===== config.mk =====
export PLATFORM = sky130hd
export DESIGN_NAME = adsr_env_gen
export DESIGN_NICKNAME = d
export VERILOG_FILES = /design/src/rtl/adsr_pkg.sv /design/src/rtl/env_mul.sv /design/src/rtl/adsr_env_gen.sv
export SDC_FILE = /design/constraint.sdc
export NUM_CORES = 2
export LEC_CHECK = 0
export CAP_MARGIN = 25
export CORE_MARGIN = 3
export CORE_UTILIZATION = 55
export CTS_CLUSTER_SIZE = 40
export DETAILED_ROUTE_END_ITERATION = 10
export PLACE_DENSITY_LB_ADDON = 0.15
export SYNTH_ARGS = -nofsm -noshare
export SYNTH_HDL_FRONTEND = slang
export SYNTH_SLANG_ARGS = --single-unit

===== constraint.sdc =====
create_clock -name clk -period 29.8 [get_ports clk]
set_clock_uncertainty 0.05 [all_clocks]
set_input_delay 5.96 -clock clk [delete_from_list [all_inputs] [get_ports clk]]
set_output_delay 5.96 -clock clk [all_outputs]
set_load 0.01 [all_outputs]

===== src/rtl/adsr_pkg.sv =====
// Shared types and constants for the ADSR envelope generator.
// State encoding is visible on the env_state port, so the values are fixed.
package adsr_pkg;
   localparam int ADSR_BIT_DEPTH = 24;
   localparam logic [23:0] ENV_MAX = 24'hFFFFFF;

   typedef enum logic [2:0] {
      IDLE    = 3'd0,
      ATTACK  = 3'd1,
      DECAY   = 3'd2,
      SUSTAIN = 3'd3,
      RELEASE = 3'd4
   } env_state_t;
endpackage


===== src/rtl/env_mul.sv =====
// Unsigned W x W multiplier returning the upper W bits of the product (floor).
// Shared by all envelope segments; purely combinational.
module env_mul #(
   parameter int W = 24
) (
   input  logic [W-1:0] a,
   input  logic [W-1:0] b,
   output logic [W-1:0] p_hi
);
   assign p_hi = W'(({{W{1'b0}}, a} * {{W{1'b0}}, b}) >> W);
endmodule


===== src/rtl/adsr_env_gen.sv =====
// Per-voice ADSR envelope generator with exponential segments, stepped once per
// audio sample strobe. One shared multiplier serves whichever segment is active.
module adsr_env_gen
   import adsr_pkg::*;
#(
   parameter int BIT_DEPTH  = ADSR_BIT_DEPTH,
   parameter int END_THRESH = 256
) (
   input  logic                 clk,
   input  logic                 rst_n,
   input  logic                 sample_tick,
   input  logic                 gate,
   input  logic                 retrigger,
   input  logic [BIT_DEPTH-1:0] attack_base,
   input  logic [BIT_DEPTH-1:0] attack_coef,
   input  logic [BIT_DEPTH-1:0] decay_coef,
   input  logic [BIT_DEPTH-1:0] sustain_level,
   input  logic [BIT_DEPTH-1:0] release_coef,
   output logic [BIT_DEPTH-1:0] envelope,
   output logic [2:0]           env_state,
   output logic                 idle
);
   localparam logic [BIT_DEPTH-1:0] MAX_LVL = {BIT_DEPTH{1'b1}};
   localparam logic [BIT_DEPTH-1:0] THRESH  = BIT_DEPTH'(END_THRESH);

   env_state_t           state_q, state_d;
   logic [BIT_DEPTH-1:0] env_q, env_d;
   logic                 trig_q, trig_d;
   logic                 retrig_eff;
   logic [BIT_DEPTH-1:0] mul_a, mul_b, mul_hi, dec_diff;
   logic [BIT_DEPTH:0]   att_sum;
   logic                 att_full;

   function automatic logic [BIT_DEPTH-1:0] sat_env(input logic [BIT_DEPTH:0] n);
      return (n >= {1'b0, MAX_LVL}) ? MAX_LVL : n[BIT_DEPTH-1:0];
   endfunction

   env_mul #(.W(BIT_DEPTH)) u_mul (
      .a    (mul_a),
      .b    (mul_b),
      .p_hi (mul_hi)
   );

   always_comb begin
      dec_diff = env_q - sustain_level;
      mul_a    = env_q;
      mul_b    = attack_coef;
      case (state_q)
         DECAY: begin
            mul_a = dec_diff;
            mul_b = decay_coef;
         end
         RELEASE: mul_b = release_coef;
         default: ;
      endcase
      att_sum  = {1'b0, attack_base} + {1'b0, mul_hi};
      att_full = (att_sum >= {1'b0, MAX_LVL});
   end

   // A pulse arriving with the tick counts for that tick; every tick clears the latch.
   always_comb begin
      state_d    = state_q;
      env_d      = env_q;
      retrig_eff = trig_q | retrigger;
      trig_d     = retrig_eff;
      if (sample_tick) begin
         trig_d = 1'b0;
         if (!gate && (state_q inside {ATTACK, DECAY, SUSTAIN})) begin
            state_d = RELEASE;
         end else if (gate && (state_q inside {IDLE, RELEASE})) begin
            state_d = ATTACK;
         end else if (gate && retrig_eff && (state_q inside {ATTACK, DECAY, SUSTAIN})) begin
            state_d = ATTACK;
         end else begin
            case (state_q)
               IDLE: env_d = '0;
               ATTACK: begin
                  env_d = sat_env(att_sum);
                  if (att_full) state_d = DECAY;
               end
               DECAY: begin
                  if ((env_q <= sustain_level) || (mul_hi < THRESH)) begin
                     env_d   = sustain_level;
                     state_d = SUSTAIN;
                  end else begin
                     env_d = sustain_level + mul_hi;
                  end
               end
               SUSTAIN: env_d = sustain_level;
               RELEASE: begin
                  if (mul_hi < THRESH) begin
                     env_d   = '0;
                     state_d = IDLE;
                  end else begin
                     env_d = mul_hi;
                  end
               end
               default: begin
                  env_d   = '0;
                  state_d = IDLE;
               end
            endcase
         end
      end
   end

   always_ff @(posedge clk or negedge rst_n) begin
      if (!rst_n) begin
         state_q <= IDLE;
         env_q   <= '0;
         trig_q  <= 1'b0;
      end else begin
         state_q <= state_d;
         env_q   <= env_d;
         trig_q  <= trig_d;
      end
   end

   assign envelope  = env_q;
   assign env_state = state_q;
   assign idle      = (state_q == IDLE);
endmodule


# After elaboration in Yosys (flattened, before gate mapping)
# Cells that the tools add are included.
# word_totals
inputBits	125
out_inout_bits	28
wordCells	48
ff_bits	28
# classes
order_cmp	3
bitwise_logic	4
mul	1
addsub	3
mux	14
n_reduce_logical	12
eq_ne	8
# ops
cell	count
$mux W24	4
$pmux W24 S4	1
$mul A24 B24 Y48	1
$pmux W24 S2	1
$add A24 B24 Y25	1
$ge A25 B24 Y1 const B	1
$add A24 B24 Y24	1
$le A24 B24 Y1	1
$lt A24 B9 Y1 const B	1
$sub A24 B24 Y24	1
$mux W3	6
$pmux W3 S4	1
$eq A3 B2 Y1 const B	2
$ne A5 B1 Y1 const B	1
$ne A5 B2 Y1 const B	1
$ne A5 B4 Y1 const B	1
$reduce_and A5 Y1	1
$logic_and A1 B1 Y1	4
$ne A4 B1 Y1 const B	1
$reduce_and A4 Y1	1
$eq A3 B1 Y1 const B	1
$eq A3 B3 Y1 const B	1
$logic_not A3 Y1	1
$not A1 Y1	3
other kinds (7)	7

# Longest topological paths before layout
# logic_depth
ltp_word	10
ltp_mapped	54
ltp_nobuf	51

# Cells and area by module
# Synthesis repeated with hierarchy kept, for this count alone.
# unflattened
hier_cells	2949
area_unflattened_um2	24628.6
# modules_own_cells
mod	seq_area_each_um2	area_each_um2	instances	cells_each
env_mul	0.0	18441.4	1	2094
adsr_env_gen	700.7	6187.2	1	855

# Least setup slack after synthesis
# No wires, ideal clock.
# synth_path
path_kind	input port to flip-flop
from	input port sustain_level[0]
to	register env_q[23], in the netlist envelope[23]
setup_time_ns	0.134
stages	49
arrival_ns	17.128
t_required_ns	29.616
n_path_buf	3
setup_slack_ns	12.488
path_cell_list	ha_1 > inv_1 > fa_1 > a21o_1 > a21oi_1 > o221a_2 > o221a_2 > o31ai_1 > a221o_1 > o31a_1 > o31ai_1 > clkbuf_1 > nand2_1 > fa_1 > inv_1 > fa_1 > inv_1 > fa_1 > [... 13 more ...] > a31oi_1 > nor2b_1 > xnor2_1 > ha_1 > nor2b_1 > o31a_1 > o41a_1 > o2111a_1 > o2111ai_1 > a21oi_1 > o41a_1 > nand3_1 > nand2_1 > clkbuf_1 > o21a_1 > a221o_1 > a222oi_1 > o21ai_1
# synth_between
elab_chain_len	7
elab_cells_between_ends	13
cone_classes	add/sub (3); mul (1); order compare (3); mux (5); reduce/logical (1)
# synth_rtl
item	line_no	source
start, declared	adsr_env_gen.sv:17	input logic [BIT_DEPTH-1:0] sustain_level,
$sub A24 B24 Y24	adsr_env_gen.sv:45	dec_diff = env_q - sustain_level;
$mux W24	adsr_env_gen.sv:48	case (state_q)
$mul A24 B24 Y48	env_mul.sv:10	assign p_hi = W'(({{W{1'b0}}, a} * {{W{1'b0}}, b}) >> W);
$add A24 B24 Y25 / $lt A24 B9 Y1 (equally long branches)	adsr_env_gen.sv:56, adsr_env_gen.sv:82, adsr_env_gen.sv:91	
$ge A25 B24 Y1 / $logic_or A1 B1 Y1 (equally long branches)	adsr_env_gen.sv:35, adsr_env_gen.sv:82	
$mux W24 (on tied branches)	adsr_env_gen.sv:35, adsr_env_gen.sv:82	
$pmux W24 S4 *	adsr_env_gen.sv:75	case (state_q)
end signal, assigned	adsr_env_gen.sv:114	env_q <= env_d;
end, declared	adsr_env_gen.sv:27	logic [BIT_DEPTH-1:0] env_q, env_d;
# Every way passes the cells marked *; elsewhere a longest branch is shown, timed or not.
# A chain may end at the register's enable or synchronous reset.

# Worst setup path in the final report
# layout_path
from	input port sustain_level[1]
to	register env_q[7], in the netlist envelope[7]
# Same word-level chain as after synthesis.

==> impl_metrics.ini <==
[worst_setup_path]
arrival_ns = 20.46
cpPeakStageDelay_ns = 0.76
crit_type = in2reg
crit_fanout = 16
endpoint_kind = flip-flop
worstPathRequired_ns = 29.95
slowest_stage = nor2_1
cp-start-kind = input port

[synth]
synth_edf_count = 0
ys_seq_area_share_pct = 2.790
yosys_warnings = 0
synth.cell_area_um2 = 25110
synth_nets = 4009
netlist_instances = 3156
yosys_register_bits = 28
syn_avg_cell_area_um2 = 7.958
ys_types = 88
synth_ff_type = dfrtp_1
ys_async_sr_fraction_pct = 100.0

[clock_tree]
clkLatencyLatePin_ns = 0.28
cts-root-buf = clkbuf_16
cts_hold_buf = 0
cts.sinks = 28
cts-htree-levels = 1
clock_path_buffers = 2
cts-resized-gates = 0
cts_buffers = 3
cts_tree = built
postCtsSetupRepairBufs = 0
clk_pin_slew_ns = 0.08

[route]
drtIter0Drc = 1962
drc_errors = 0
wl_met1_um = 34830
vias = 23181
wire_per_inst_um = 23.31
ant_nets = 0
via_per_inst = 6.064
routed_wl_um = 89110
dr_wl_met3_um = 9048
drt-pass1-iter-count = 8
dr.max_layer_used = met5
dr_wl_met2_um = 40820

[outcome]
run_status = finished clean

[floorplanning]
die_w_um = 219.7
start_util_pct = 56.18
rows = 77
design.core.area_um2 = 44700
die_area_um2 = 48260
fp.dieH_um = 219.7
ios = 153

[grt]
grt_pass1_vias = 23641
grt_use_total_pct = 37.46
grt_overflow = 0
grt_pass1_wl_um = 137500
antenna_found_initial = 2
grt_start_max_net_pins = 59

[sta]
fin_crit_ns = 20.31
slew-limit-headroom_pct = 25.69
hold_viol = 0
timing.fmax_mhz = 49.24
slew_violations = 0
setup_viol = 0
worstMarginPinSlew_ns = 1.115
rsz0062_at_grt = no
finalSetupTns_ns = 0
fin_crit_sh_pct = 68.15

[run]
drv_cap = 0

[placement]
port_buffers = 152
gp_congestion = 1.045
dpl.hpwl_um = 74480

[cells_and_area]
drive_gt1_share_pct = 3.312
synthToLayoutAreaGrowth_pct = 9.346
layout.nets = 4085
num_antenna_cells = 0

[hold_path]
min_path_type = reg2reg
-- worst max-delay path, delay by kind of cell --
family | cells | cell delay, ns
muxes | 1 | 0.14
and+or+nand+nor | 10 | 3.20
buffers and inverters | 8 | 1.10
adders and majority gates | 10 | 4.28
AOI/OAI and AO/OA | 19 | 4.93
xor gates and xnor gates | 2 | 0.90
-- metrics by stage --
step	setup slack, ns	instance area, um2	std cells	util (%)	hold WS, ns
global route	8.513	27460	3823	61.43	0.5051
floorplan	12.49	25110	3156	-	0.4249
finish	9.490	27460	3823	61.43	0.4809
CTS	9.776	27430	3822	61.37	0.4803
detailed placement	9.521	27350	3818	61.17	0.4608
global placement	9.997	27320	3817	61.11	0.4473
-- placed cells by master (no fill, tap or decap), drive strengths merged, types with 46 or more instances in the layout --
master and instances:
inv 611, fa 484, nor2 405, nand2 380
ha 244, a21oi 154, clkdlybuf4s50 152, o21ai 88
buf 60, xnor2 46
-- path summary, 6_finish.rpt --
kind	startpoint	to	slack, ns	depth (start not counted)
max	sustain_level[1]	envelope[7]	9.49	50
min	trig_q	trig_q	0.48	2
max reg2reg	envelope[1]	envelope[7]	15.32	48
min reg2reg	trig_q	trig_q	0.48	2
max in group asynchronous	rst_n	envelope[21]	23.33	2
min in group asynchronous	rst_n	trig_q	6.05	2
-- synth_stat cells, drive strengths merged (15+ instances only) --
master	number	area, um2
a211oi	20	150.1
a21o	39	292.8
a21oi	154	785.8
a221o	18	180.2
a221oi	15	131.4
a31oi	18	112.6
and2	29	181.4
and3	32	200.2
clkbuf	131	491.7
dfrtp	28	700.7
fa	484	9689
ha	244	3053
inv	611	2293
mux2i	20	200.2
nand2	380	1426
nand2b	38	237.7
nand3	41	205.2
nand4	15	93.84
nor2	405	1528
nor2b	15	93.84
nor3	43	215.2
o21a	18	135.1
o21ai	88	440.4
xnor2	46	402.9
xor2	19	166.4
-- cell type report --
| type | count | area [um2] |
|---|---|---|
| fill | 4040 | 17240 |
| clock buffer | 4 | 88.84 |
| inverter | 612 | 2297 |
| sequential | 28 | 700.7 |
| multi-input combinational | 2375 | 21620 |
| tap | 592 | 740.7 |
| timing repair buffer | 212 | 2012 |
-- registers in the layout, summed over array words and instances, names as in the netlist --
signal / flops
envelope: 24
trig_q: 1
env_state: 3
-- cells by family (layout without fill, tap and decap cells) --
family	count (synthesis)	count (layout)	share of synthesized area (%)
AO/OA/AOI/OAI	513	513	13.83
AND/OR/NAND/NOR	1046	1046	18.06
multiplexers	23	23	0.9466
flip-flops	28	28	2.790
adder cells (fa/ha/maj)	728	728	50.74
buffers and inverters	753	828	11.38
XOR/XNOR	65	65	2.267
-- layer usage --
metal  GRT usage [%]  up-vias
li1                -    10191
met1           49.78    11467
met2           61.13     1265
met3           6.729      254
met4           14.85        4
met5               0        -
Power is not shown: default switching activity piles up to over one toggle a cycle in this logic, so the estimate is an artifact.
